<file path="config.mk">
export PLATFORM = sky130hd
export DESIGN_NAME = mio_bus_responder_flat
export DESIGN_NICKNAME = d
export VERILOG_FILES = /design/src/rtl/mio_bus_responder_if.sv /design/src/rtl/mio_bus_responder.sv /design/src/flat_wrapper.sv
export SDC_FILE = /design/constraint.sdc
export NUM_CORES = 1
export LEC_CHECK = 0
export ABC_AREA = 1
export ABC_CLOCK_PERIOD_IN_PS = 1800
export BUFFER_PORTS_ARGS = -buffer_cell sky130_fd_sc_hd__buf_2
export CAP_MARGIN = 20
export CORE_MARGIN = 8
export CORE_UTILIZATION = 46
export CTS_BUF_LIST = sky130_fd_sc_hd__clkbuf_2
export DETAILED_ROUTE_END_ITERATION = 8
export PLACE_DENSITY_LB_ADDON = 0.05
export SLEW_MARGIN = 20
export SYNTH_ARGS = -nofsm -noshare
export SYNTH_HDL_FRONTEND = slang
export SYNTH_SLANG_ARGS = --single-unit
</file>
<file path="constraint.sdc">
create_clock -name clk -period 1.8 [get_ports clk]
set_input_delay 0.09 -clock clk [delete_from_list [all_inputs] [get_ports clk]]
set_output_delay 0.09 -clock clk [all_outputs]
set_load 0.01 [all_outputs]
</file>
<file path="src/rtl/mio_bus_responder_if.sv">
// CPU-side memory/IO handshake bundle for mio_bus_responder.
// The CPU holds CPU_MIO high until MIO_ready is sampled high.
interface mio_bus_responder_if;
    logic        CPU_MIO;
    logic        mem_w;
    logic [31:0] addr_bus;
    logic [31:0] Data_write;
    logic [31:0] Data_read;
    logic        MIO_ready;

    modport master (output CPU_MIO, mem_w, addr_bus, Data_write,
                    input  Data_read, MIO_ready);
    modport slave  (input  CPU_MIO, mem_w, addr_bus, Data_write,
                    output Data_read, MIO_ready);
endinterface

</file>
<file path="src/rtl/mio_bus_responder.sv">
// CPU memory/IO responder: decodes RAM, GPIO and switch regions and completes each access with a one-cycle MIO_ready.
// Optional macro MIO_BUSERR_EN adds a bus_err output for unmapped accesses and switch writes.
module mio_bus_responder #(
    parameter int WAIT_CYCLES = 2,
    parameter int GPIO_W      = 16
) (
    input  logic              clk,
    input  logic              rst,
    mio_bus_responder_if.slave bus,
    output logic              ram_we,
    output logic [9:0]        ram_addr,
    output logic [31:0]       ram_din,
    input  logic [31:0]       ram_dout,
    input  logic [15:0]       switches,
    output logic [GPIO_W-1:0] gpio_out
`ifdef MIO_BUSERR_EN
    ,
    output logic              bus_err
`endif
);

    typedef enum logic [1:0] {IDLE, ACCESS, WAIT, DONE} state_t;
    typedef enum logic [1:0] {RGN_RAM, RGN_GPIO, RGN_SW, RGN_NONE} region_t;

    localparam logic [3:0] WAIT_LOAD = (WAIT_CYCLES > 0) ? 4'(WAIT_CYCLES - 1) : 4'd0;

    state_t  state;
    region_t region;
    logic    wr;
    logic [3:0] wait_cnt;

    function automatic region_t decode(input logic [3:0] nib);
        case (nib)
            4'h0:    return RGN_RAM;
            4'hE:    return RGN_GPIO;
            4'hF:    return RGN_SW;
            default: return RGN_NONE;
        endcase
    endfunction

    // Only the region and word address of the latched address are ever used,
    // so those are what get stored; ram_addr/ram_din are the latch registers.
    always_ff @(posedge clk) begin
        if (rst) begin
            state         <= IDLE;
            region        <= RGN_RAM;
            wr            <= 1'b0;
            wait_cnt      <= 4'd0;
            ram_addr      <= 10'd0;
            ram_din       <= 32'h0;
            ram_we        <= 1'b0;
            gpio_out      <= '0;
            bus.Data_read <= 32'h0;
            bus.MIO_ready <= 1'b0;
`ifdef MIO_BUSERR_EN
            bus_err       <= 1'b0;
`endif
        end else begin
            bus.MIO_ready <= 1'b0;
            ram_we        <= 1'b0;
`ifdef MIO_BUSERR_EN
            bus_err       <= 1'b0;
`endif
            case (state)
                IDLE: begin
                    if (bus.CPU_MIO) begin
                        region   <= decode(bus.addr_bus[31:28]);
                        wr       <= bus.mem_w;
                        ram_addr <= bus.addr_bus[11:2];
                        ram_din  <= bus.Data_write;
                        // Strobe is raised here so it is high for exactly the ACCESS cycle
                        ram_we   <= bus.mem_w && (decode(bus.addr_bus[31:28]) == RGN_RAM);
                        state    <= ACCESS;
                    end
                end
                ACCESS: begin
                    if (region == RGN_RAM) begin
                        if (WAIT_CYCLES > 0) begin
                            wait_cnt <= WAIT_LOAD;
                            state    <= WAIT;
                        end else begin
                            state <= DONE;
                        end
                    end else begin
                        if (region == RGN_GPIO && wr)
                            gpio_out <= ram_din[GPIO_W-1:0];
                        state <= DONE;
                    end
                end
                WAIT: begin
                    if (wait_cnt == 4'd0) state <= DONE;
                    else                  wait_cnt <= wait_cnt - 4'd1;
                end
                DONE: begin
                    bus.MIO_ready <= 1'b1;
                    if (!wr) begin
                        case (region)
                            RGN_RAM:  bus.Data_read <= ram_dout;
                            RGN_GPIO: bus.Data_read <= 32'(gpio_out);
                            RGN_SW:   bus.Data_read <= {16'h0, switches};
                            default:  bus.Data_read <= 32'h0;
                        endcase
                    end
`ifdef MIO_BUSERR_EN
                    bus_err <= (region == RGN_NONE) || (region == RGN_SW && wr);
`endif
                    state <= IDLE;
                end
                default: state <= IDLE;
            endcase
        end
    end

endmodule

</file>
<file path="src/flat_wrapper.sv">
// flat-port wrapper written by rule: the top's interface ports become plain ports
module mio_bus_responder_flat 
#(
    parameter int WAIT_CYCLES = 2,
    parameter int GPIO_W      = 16
)
  (clk, rst, ram_we, ram_addr, ram_din, ram_dout, switches, gpio_out, bus_CPU_MIO, bus_mem_w, bus_addr_bus, bus_Data_write, bus_Data_read, bus_MIO_ready);
  mio_bus_responder_if bus_i ();
  input  logic clk;
  input  logic rst;
  output logic ram_we;
  output logic [9:0] ram_addr;
  output logic [31:0] ram_din;
  input  logic [31:0] ram_dout;
  input  logic [15:0] switches;
  output logic [GPIO_W-1:0] gpio_out;
  input wire logic [$bits(bus_i.CPU_MIO)-1:0] bus_CPU_MIO;
  input wire logic [$bits(bus_i.mem_w)-1:0] bus_mem_w;
  input wire logic [$bits(bus_i.addr_bus)-1:0] bus_addr_bus;
  input wire logic [$bits(bus_i.Data_write)-1:0] bus_Data_write;
  output wire logic [$bits(bus_i.Data_read)-1:0] bus_Data_read;
  output wire logic [$bits(bus_i.MIO_ready)-1:0] bus_MIO_ready;
  assign bus_i.CPU_MIO = bus_CPU_MIO;
  assign bus_i.mem_w = bus_mem_w;
  assign bus_i.addr_bus = bus_addr_bus;
  assign bus_i.Data_write = bus_Data_write;
  assign bus_Data_read = bus_i.Data_read;
  assign bus_MIO_ready = bus_i.MIO_ready;
  mio_bus_responder #(.WAIT_CYCLES(WAIT_CYCLES), .GPIO_W(GPIO_W)) u_core (.clk(clk), .rst(rst), .bus(bus_i), .ram_we(ram_we), .ram_addr(ram_addr), .ram_din(ram_din), .ram_dout(ram_dout), .switches(switches), .gpio_out(gpio_out));
endmodule
</file>
==> reports/results.tsv, run 1 <==
stage	metric	value	unit
status	outcome	finished clean	
clock_network	maximum buffer depth of the clock tree	2	
power_and_ir_drop	reported leakage power	2.95	nW
clock_network	deepest level of the CTS H-tree	3	
synth	Netlist Area Pre-Place	4030	µm²
timing	Final Hold Violating Endpoints	0	
finish	net count reported at finish	964	
timing	setup repair after global routing missed its margin	no	
clock_network	post-CTS setup buffer count	0	
setup_path	Crit Reg-Reg Startpoint	u_core.state[1]	
clock_network	TritonCTS clock tree	yes	
floorplan	width of the die	110	µm
routing	per-cell via count in the routed design	4.81	
timing	count of pins over their slew limit	0	
floorplan	top-level I/O count	208	
routing	vias post-DR	4586	
setup_path	endpoint required time on the critical path	2.28	ns
finish	commonest non-fill, non-tap cells in the layout	189 x sky130_fd_sc_hd__buf_2, 139 x sky130_fd_sc_hd__nand2_1, 132 x sky130_fd_sc_hd__nor2_1	
global_route	via count of the first global-routing pass	4568	
timing	fraction of the cycle the final worst path needs	0.887	
setup_path	endpoint of the most critical register-to-register path	u_core.ram_addr[3]	
setup_path	Data arrival, critical path	2.08	ns
floorplan	standard-cell rows	34	
placed_design	Post-Place Worst Slack	0.0589	ns
global_route	first-pass GRT wire length	21500	µm
clock_network	clock sink count	101	
finish	Core Util, Final	0.718	
finish	share of cells above drive strength 1	0.262	
timing	final worst clock skew	0.0376	ns
synth	nets in the synthesized netlist	685	
synth	number of register bits inferred by synthesis	101	
clock_network	clk slew on worst S/H paths	0.27	ns
timing	Peak Freq	626	MHz
run	Max-Cap Viols	0	
floorplan	placeable core region	8590	µm²
synth	number of unique standard cell types used by synthesis	19	
global_route	global-route total usage across every layer	0.223	
synth	cell taking the most area after synthesis	sky130_fd_sc_hd__dfxtp_1	
floorplan	initial cell density of the core	0.469	
timing	min Tclk post-route	1.60	ns
setup_path	count of cells along the worst register-to-register path	6	
timing	count of endpoints failing setup in the final report	0	
floorplan	die height	110	µm
synth	register area share after synthesis	0.501	
setup_path	slack of the worst reg-to-reg path	0.20	ns
finish	Syn-to-layout area delta	53.0	%
synth	post-synthesis average cell area	7.18	µm²
timing	actual transition at the worst max-transition pin	0.685	ns
timing	worst rel slew slack	0.543	
routing	router iterations before antenna repair	4	
setup_path	type of destination of the critical path	register	
clock_network	clock network latency to the later pin of the worst-skew pair	0.55	ns
global_route	antenna violations before repair	0	
synth	gate count of the mapped netlist	562	
global_route	pin count of the biggest net entering global routing	65	
synth	share of Yosys cell area claimed by the top area cell type	0.501	
placed_design	detailed placement HPWL	8820	µm
global_route	overflow left after global routing	0	
timing	setup slack of the critical path after layout	0.204	ns
clock_network	buffer type at the clock tree root	sky130_fd_sc_hd__clkbuf_2	
floorplan	Die Outline Area	12000	µm²
synth	number of synthesis warnings	0	
routing	post-route antenna net violation count	0	
hold_path	Worst Min Path Start	rst	
routing	iteration-0 DRC count of the detailed router	193	
finish	Antenna diodes	0	
power_and_ir_drop	power per cell area	1080	nW/µm²
setup_path	capture point of the critical path	u_core.ram_addr[3]	
synth	Area contributors post-synth	sky130_fd_sc_hd__dfxtp_1 50%, sky130_fd_sc_hd__nand2_1 13%, sky130_fd_sc_hd__nor2_1 12%	
placed_design	number of input and output port buffers inserted	189	
timing	aggregate negative setup slack	0	ns
setup_path	kind of start point of the critical path	register	
power_and_ir_drop	IR Drop Worst-Case VDD	0.628	mV
routing	Remaining DRCs	0	
setup_path	biggest fanout along the worst timing path	44	
placed_design	GPL Wtd Cong	0.784	
routing	total detailed-routing wirelength	13800	µm
hold_path	class of the tightest hold or removal check	input port to register	
routing	WL per Instance	14.4	µm
clock_network	total clock buffers created by CTS	9	
finish	most frequent standard cell in the layout excluding fill and tap cells	sky130_fd_sc_hd__buf_2	
setup_path	Setup CP Type	register to register	
setup_path	startpoint of the most critical setup path	u_core.state[1]	
-- cell usage after synthesis, drive strengths merged --
cell    number
nor2       136
buf         11
a21oi       38
clkbuf      17
nand2      139
ha           7
inv         23
nand3       25
o21ai       62
o31ai        1
nor3         1
clkinv       1
dfxtp      101
-- report_power, final --
part	internal (mW)	leakage [nW]	total, mW	switching, mW
Sequential	2.64	0.825	2.88	0.244
Combinational	1.05	2.06	2.67	1.62
Clock	0.334	0.0652	1.09	0.757
-- cell families after synthesis --
kind of cell | synth area share
buf+inv | 0.0552
compound gates | 0.126
simple gates | 0.296
flops | 0.501
fa+ha+maj | 0.0217
-- layout make-up --
cell class	count	area [µm²]
fill	705	2420
sequential	101	2020
timing repair buffer	296	2010
multi-input combinational	409	1790
tap	108	135
inverter	24	92.6
clock inverter	6	70.1
clock buffer	10	50.0
-- how the worst min path moves through the flow --
stage / to / slack, ns / depth (start not counted)
detailed placement: u_core.bus.Data_read[29] / 0.34 / 3
CTS: u_core.bus.MIO_ready / 0.007 / 3
finish: u_core.bus.Data_read[21] / 0.07 / 3
global route: u_core.bus.Data_read[24] / 0.04 / 3
global placement: u_core.bus.Data_read[22] / 0.34 / 3
floorplan: u_core.bus.Data_read[26] / 0.23 / 2
-- routing by layer --
metal / vias to the layer above / part of all wire / track usage
met5: - / 0 / 0
met2: 200 / 0.48 / 0.381
li1: 2339 / - / -
met3: 31 / 0.088 / 0.0651
met4: 0 / 0.027 / 0.0974
met1: 2016 / 0.41 / 0.252
-- flip-flops by register name, indices dropped and copies added (netlist names) --
| name | flops |
|---|---|
| u_core.region | 2 |
| u_core.state | 2 |
| u_core.ram_din | 32 |
| u_core.gpio_out | 16 |
| u_core.bus.MIO_ready | 1 |
| u_core.ram_addr | 10 |
| u_core.bus.Data_read | 32 |
| u_core.wr | 1 |
| u_core.ram_we | 1 |
| u_core.wait_cnt | 4 |
-- stage by stage --
stage          instances  area (µm²)  power [mW]  hold WS (ns)
2_1_floorplan        562        4030        4.54         0.233
3_3_place_gp         840        5060        5.30         0.338
3_5_place_dp         840        5060        5.38         0.342
4_1_cts              954        6160        6.65       0.00652
5_1_grt              954        6170        7.18        0.0351
6_report             954        6170        6.64        0.0658
-- critical path, stage by stage, from the launching register on --
cell,delay (ns)
sky130_fd_sc_hd__dfxtp_1,0.46
sky130_fd_sc_hd__inv_1,0.10
sky130_fd_sc_hd__ha_1,0.21
sky130_fd_sc_hd__nand2_1,0.15
sky130_fd_sc_hd__buf_6,0.29
sky130_fd_sc_hd__o21ai_0,0.17
sky130_fd_sc_hd__nor2_1,0.15
-- timing repair --
| action | CTS | global route |
|---|---|---|
| hold endpoints to repair | 80 | 0 |
| gates resized for setup | 0 | 3 |
| hold buffers | 98 | 0 |
| setup endpoints to repair | 0 | 36 |
Note: power is estimated with default switching activity, not from simulation.
==> inputs of run 2 (changes only) <==
--- a/config.mk
+++ b/config.mk
@@ -14,7 +14,9 @@
 export CTS_BUF_LIST = sky130_fd_sc_hd__clkbuf_2
 export DETAILED_ROUTE_END_ITERATION = 8
 export PLACE_DENSITY_LB_ADDON = 0.05
+export RECOVER_POWER = 25
 export SLEW_MARGIN = 20
 export SYNTH_ARGS = -nofsm -noshare
 export SYNTH_HDL_FRONTEND = slang
 export SYNTH_SLANG_ARGS = --single-unit
+export TNS_END_PERCENT = 10
==> run 2 against run 1 <==
  * Sequential power about the same
  * Worst setup slack got worse by 0.018 ns
  * Clock skew is 0.0059 ns lower
  * Sequential share of layout area up 0.34 points
  * Largest cell class unchanged
  * Largest power group unchanged
  * Highest routed layer unchanged
==> reports/results.tsv, run 2 (synthesized netlist as in run 1, its figures left out) <==
stage	metric	value	unit
setup_path	count of cells along the worst register-to-register path	6	
floorplan	placeable core region	8590	µm²
routing	iteration-0 DRC count of the detailed router	184	
placed_design	Post-Place Worst Slack	0.0589	ns
global_route	global-route total usage across every layer	0.223	
timing	final worst clock skew	0.0317	ns
timing	count of pins over their slew limit	0	
global_route	antenna violations before repair	0	
hold_path	Worst Min Path Start	rst	
setup_path	type of destination of the critical path	register	
placed_design	detailed placement HPWL	8820	µm
floorplan	width of the die	110	µm
floorplan	top-level I/O count	208	
placed_design	number of instances in the placed design	840	
power_and_ir_drop	Pint	3.97	mW
timing	min Tclk post-route	1.61	ns
global_route	overflow left after global routing	0	
floorplan	Die Outline Area	12000	µm²
setup_path	slack of the worst reg-to-reg path	0.19	ns
timing	fraction of the cycle the final worst path needs	0.897	
floorplan	die height	110	µm
timing	worst rel slew slack	0.530	
routing	post-route antenna net violation count	0	
clock_network	clock network latency to the later pin of the worst-skew pair	0.55	ns
routing	router iterations before antenna repair	4	
setup_path	startpoint of the most critical setup path	u_core.state[0]	
timing	Peak Freq	619	MHz
clock_network	total clock buffers created by CTS	9	
timing	count of endpoints failing setup in the final report	0	
finish	largest registers	u_core.bus.Data_read: 32 flops, u_core.ram_din: 32 flops, u_core.gpio_out: 16 flops	
power_and_ir_drop	Clk network pwr share	0.165	
clock_network	clock sink count	101	
setup_path	endpoint required time on the critical path	2.29	ns
timing	setup slack of the critical path after layout	0.186	ns
finish	share of cells above drive strength 1	0.206	
routing	routed metal-1 wirelength	5660	µm
power_and_ir_drop	power per cell area	1080	nW/µm²
setup_path	biggest fanout along the worst timing path	16	
routing	Remaining DRCs	0	
finish	net count reported at finish	964	
global_route	first-pass GRT wire length	21500	µm
global_route	pin count of the biggest net entering global routing	65	
status	outcome	finished clean	
clock_network	post-CTS setup buffer count	0	
timing	aggregate negative setup slack	0	ns
finish	Antenna diodes	0	
setup_path	endpoint of the most critical register-to-register path	u_core.bus.Data_read[2]	
finish	area used by sequential logic in the layout	2020	µm²
power_and_ir_drop	fraction of power consumed by sequential logic	0.438	
timing	Final Hold Violating Endpoints	0	
setup_path	capture point of the critical path	u_core.bus.Data_read[2]	
clock_network	maximum buffer depth of the clock tree	2	
floorplan	initial cell density of the core	0.469	
power_and_ir_drop	Net Sw Frac	0.398	
routing	per-cell via count in the routed design	4.81	
power_and_ir_drop	reported leakage power	2.75	nW
run	Max-Cap Viols	0	
power_and_ir_drop	share of power burned in combinational logic	0.397	
finish	final standard cell count with taps included and fillers excluded	954	
routing	total detailed-routing wirelength	13700	µm
placed_design	Placed Area	5060	µm²
clock_network	TritonCTS clock tree	yes	
floorplan	standard-cell rows	34	
power_and_ir_drop	net switching power	2.62	mW
timing	final worst hold slack	0.0618	ns
routing	WL per Instance	14.4	µm
finish	most frequent standard cell in the layout excluding fill and tap cells	sky130_fd_sc_hd__buf_2	
placed_design	number of input and output port buffers inserted	189	
finish	Syn-to-layout area delta	51.5	%
routing	met2 routed wirelength	6550	µm
clock_network	clk slew on worst S/H paths	0.27	ns
clock_network	buffer type at the clock tree root	sky130_fd_sc_hd__clkbuf_2	
setup_path	Data arrival, critical path	2.10	ns
setup_path	Crit Reg-Reg Startpoint	u_core.state[0]	
routing	Routed met3 length	1180	µm
setup_path	kind of start point of the critical path	register	
setup_path	Setup CP Type	register to register	
placed_design	GPL Wtd Cong	0.784	
hold_path	class of the tightest hold or removal check	input port to register	
timing	actual transition at the worst max-transition pin	0.705	ns
finish	Non-Filler Cell Area, Final	6110	µm²
finish	area taken by multi-input logic gates	1790	µm²
finish	commonest non-fill, non-tap cells in the layout	142 x sky130_fd_sc_hd__buf_2, 139 x sky130_fd_sc_hd__nand2_1, 132 x sky130_fd_sc_hd__nor2_1	
routing	Top Layer Used	met4	
timing	setup repair after global routing missed its margin	no	
routing	vias post-DR	4593	
clock_network	deepest level of the CTS H-tree	3	
power_and_ir_drop	IR Drop Worst-Case VDD	0.629	mV
global_route	via count of the first global-routing pass	4568	
finish	Filler Cell Count	736	
-- run 2: how the worst min path moves through the flow --
stage                                to  slack [ns]  cells past startpoint
6_report       u_core.bus.Data_read[16]        0.06                      3
4_1_cts            u_core.bus.MIO_ready       0.007                      3
2_1_floorplan  u_core.bus.Data_read[26]        0.23                      2
3_3_place_gp   u_core.bus.Data_read[22]        0.34                      3
5_1_grt        u_core.bus.Data_read[24]        0.04                      3
3_5_place_dp   u_core.bus.Data_read[29]        0.34                      3
-- run 2: routing by layer --
layer,up-vias,track usage
li1,2343,-
met1,2042,0.252
met2,182,0.381
met3,26,0.0651
met4,0,0.0974
met5,-,0
-- run 2: final cells by class --
cell class,instances,share of cell area
sequential,101,0.331
timing repair buffer,296,0.319
multi-input combinational,409,0.293
tap,108,0.0221
inverter,24,0.0152
clock inverter,6,0.0115
clock buffer,10,0.00819
-- run 2: power by group through the flow --
| stage | Clock [mW] | Combinational (mW) | Sequential [mW] |
|---|---|---|---|
| CTS | 1.14 | 2.63 | 2.87 |
| global route | 1.22 | 2.97 | 2.94 |
| finish | 1.09 | 2.61 | 2.89 |
| global placement | 0 | 2.40 | 2.90 |
| detailed placement | 0 | 2.46 | 2.92 |
| floorplan | 0 | 1.47 | 3.07 |
-- run 2: metrics by stage --
step	power, mW	util
global placement	5.30	0.589
CTS	6.65	0.717
floorplan	4.54	-
finish	6.59	0.711
global route	7.13	0.711
detailed placement	5.38	0.589
-- run 2: timing repair --
action,4_1_cts,5_1_grt
hold buffers,98,0
gates resized for setup,0,3
hold endpoints to repair,80,0
endpoints found under the setup margin,0,36
-- run 2: worst max-delay path, cell delays in order (launching register included) --
cell                       delay, ns
sky130_fd_sc_hd__dfxtp_1        0.40
sky130_fd_sc_hd__clkbuf_1       0.19
sky130_fd_sc_hd__ha_1           0.20
sky130_fd_sc_hd__nand2_1        0.12
sky130_fd_sc_hd__inv_1          0.41
sky130_fd_sc_hd__nand2_1        0.11
sky130_fd_sc_hd__a21oi_1        0.14
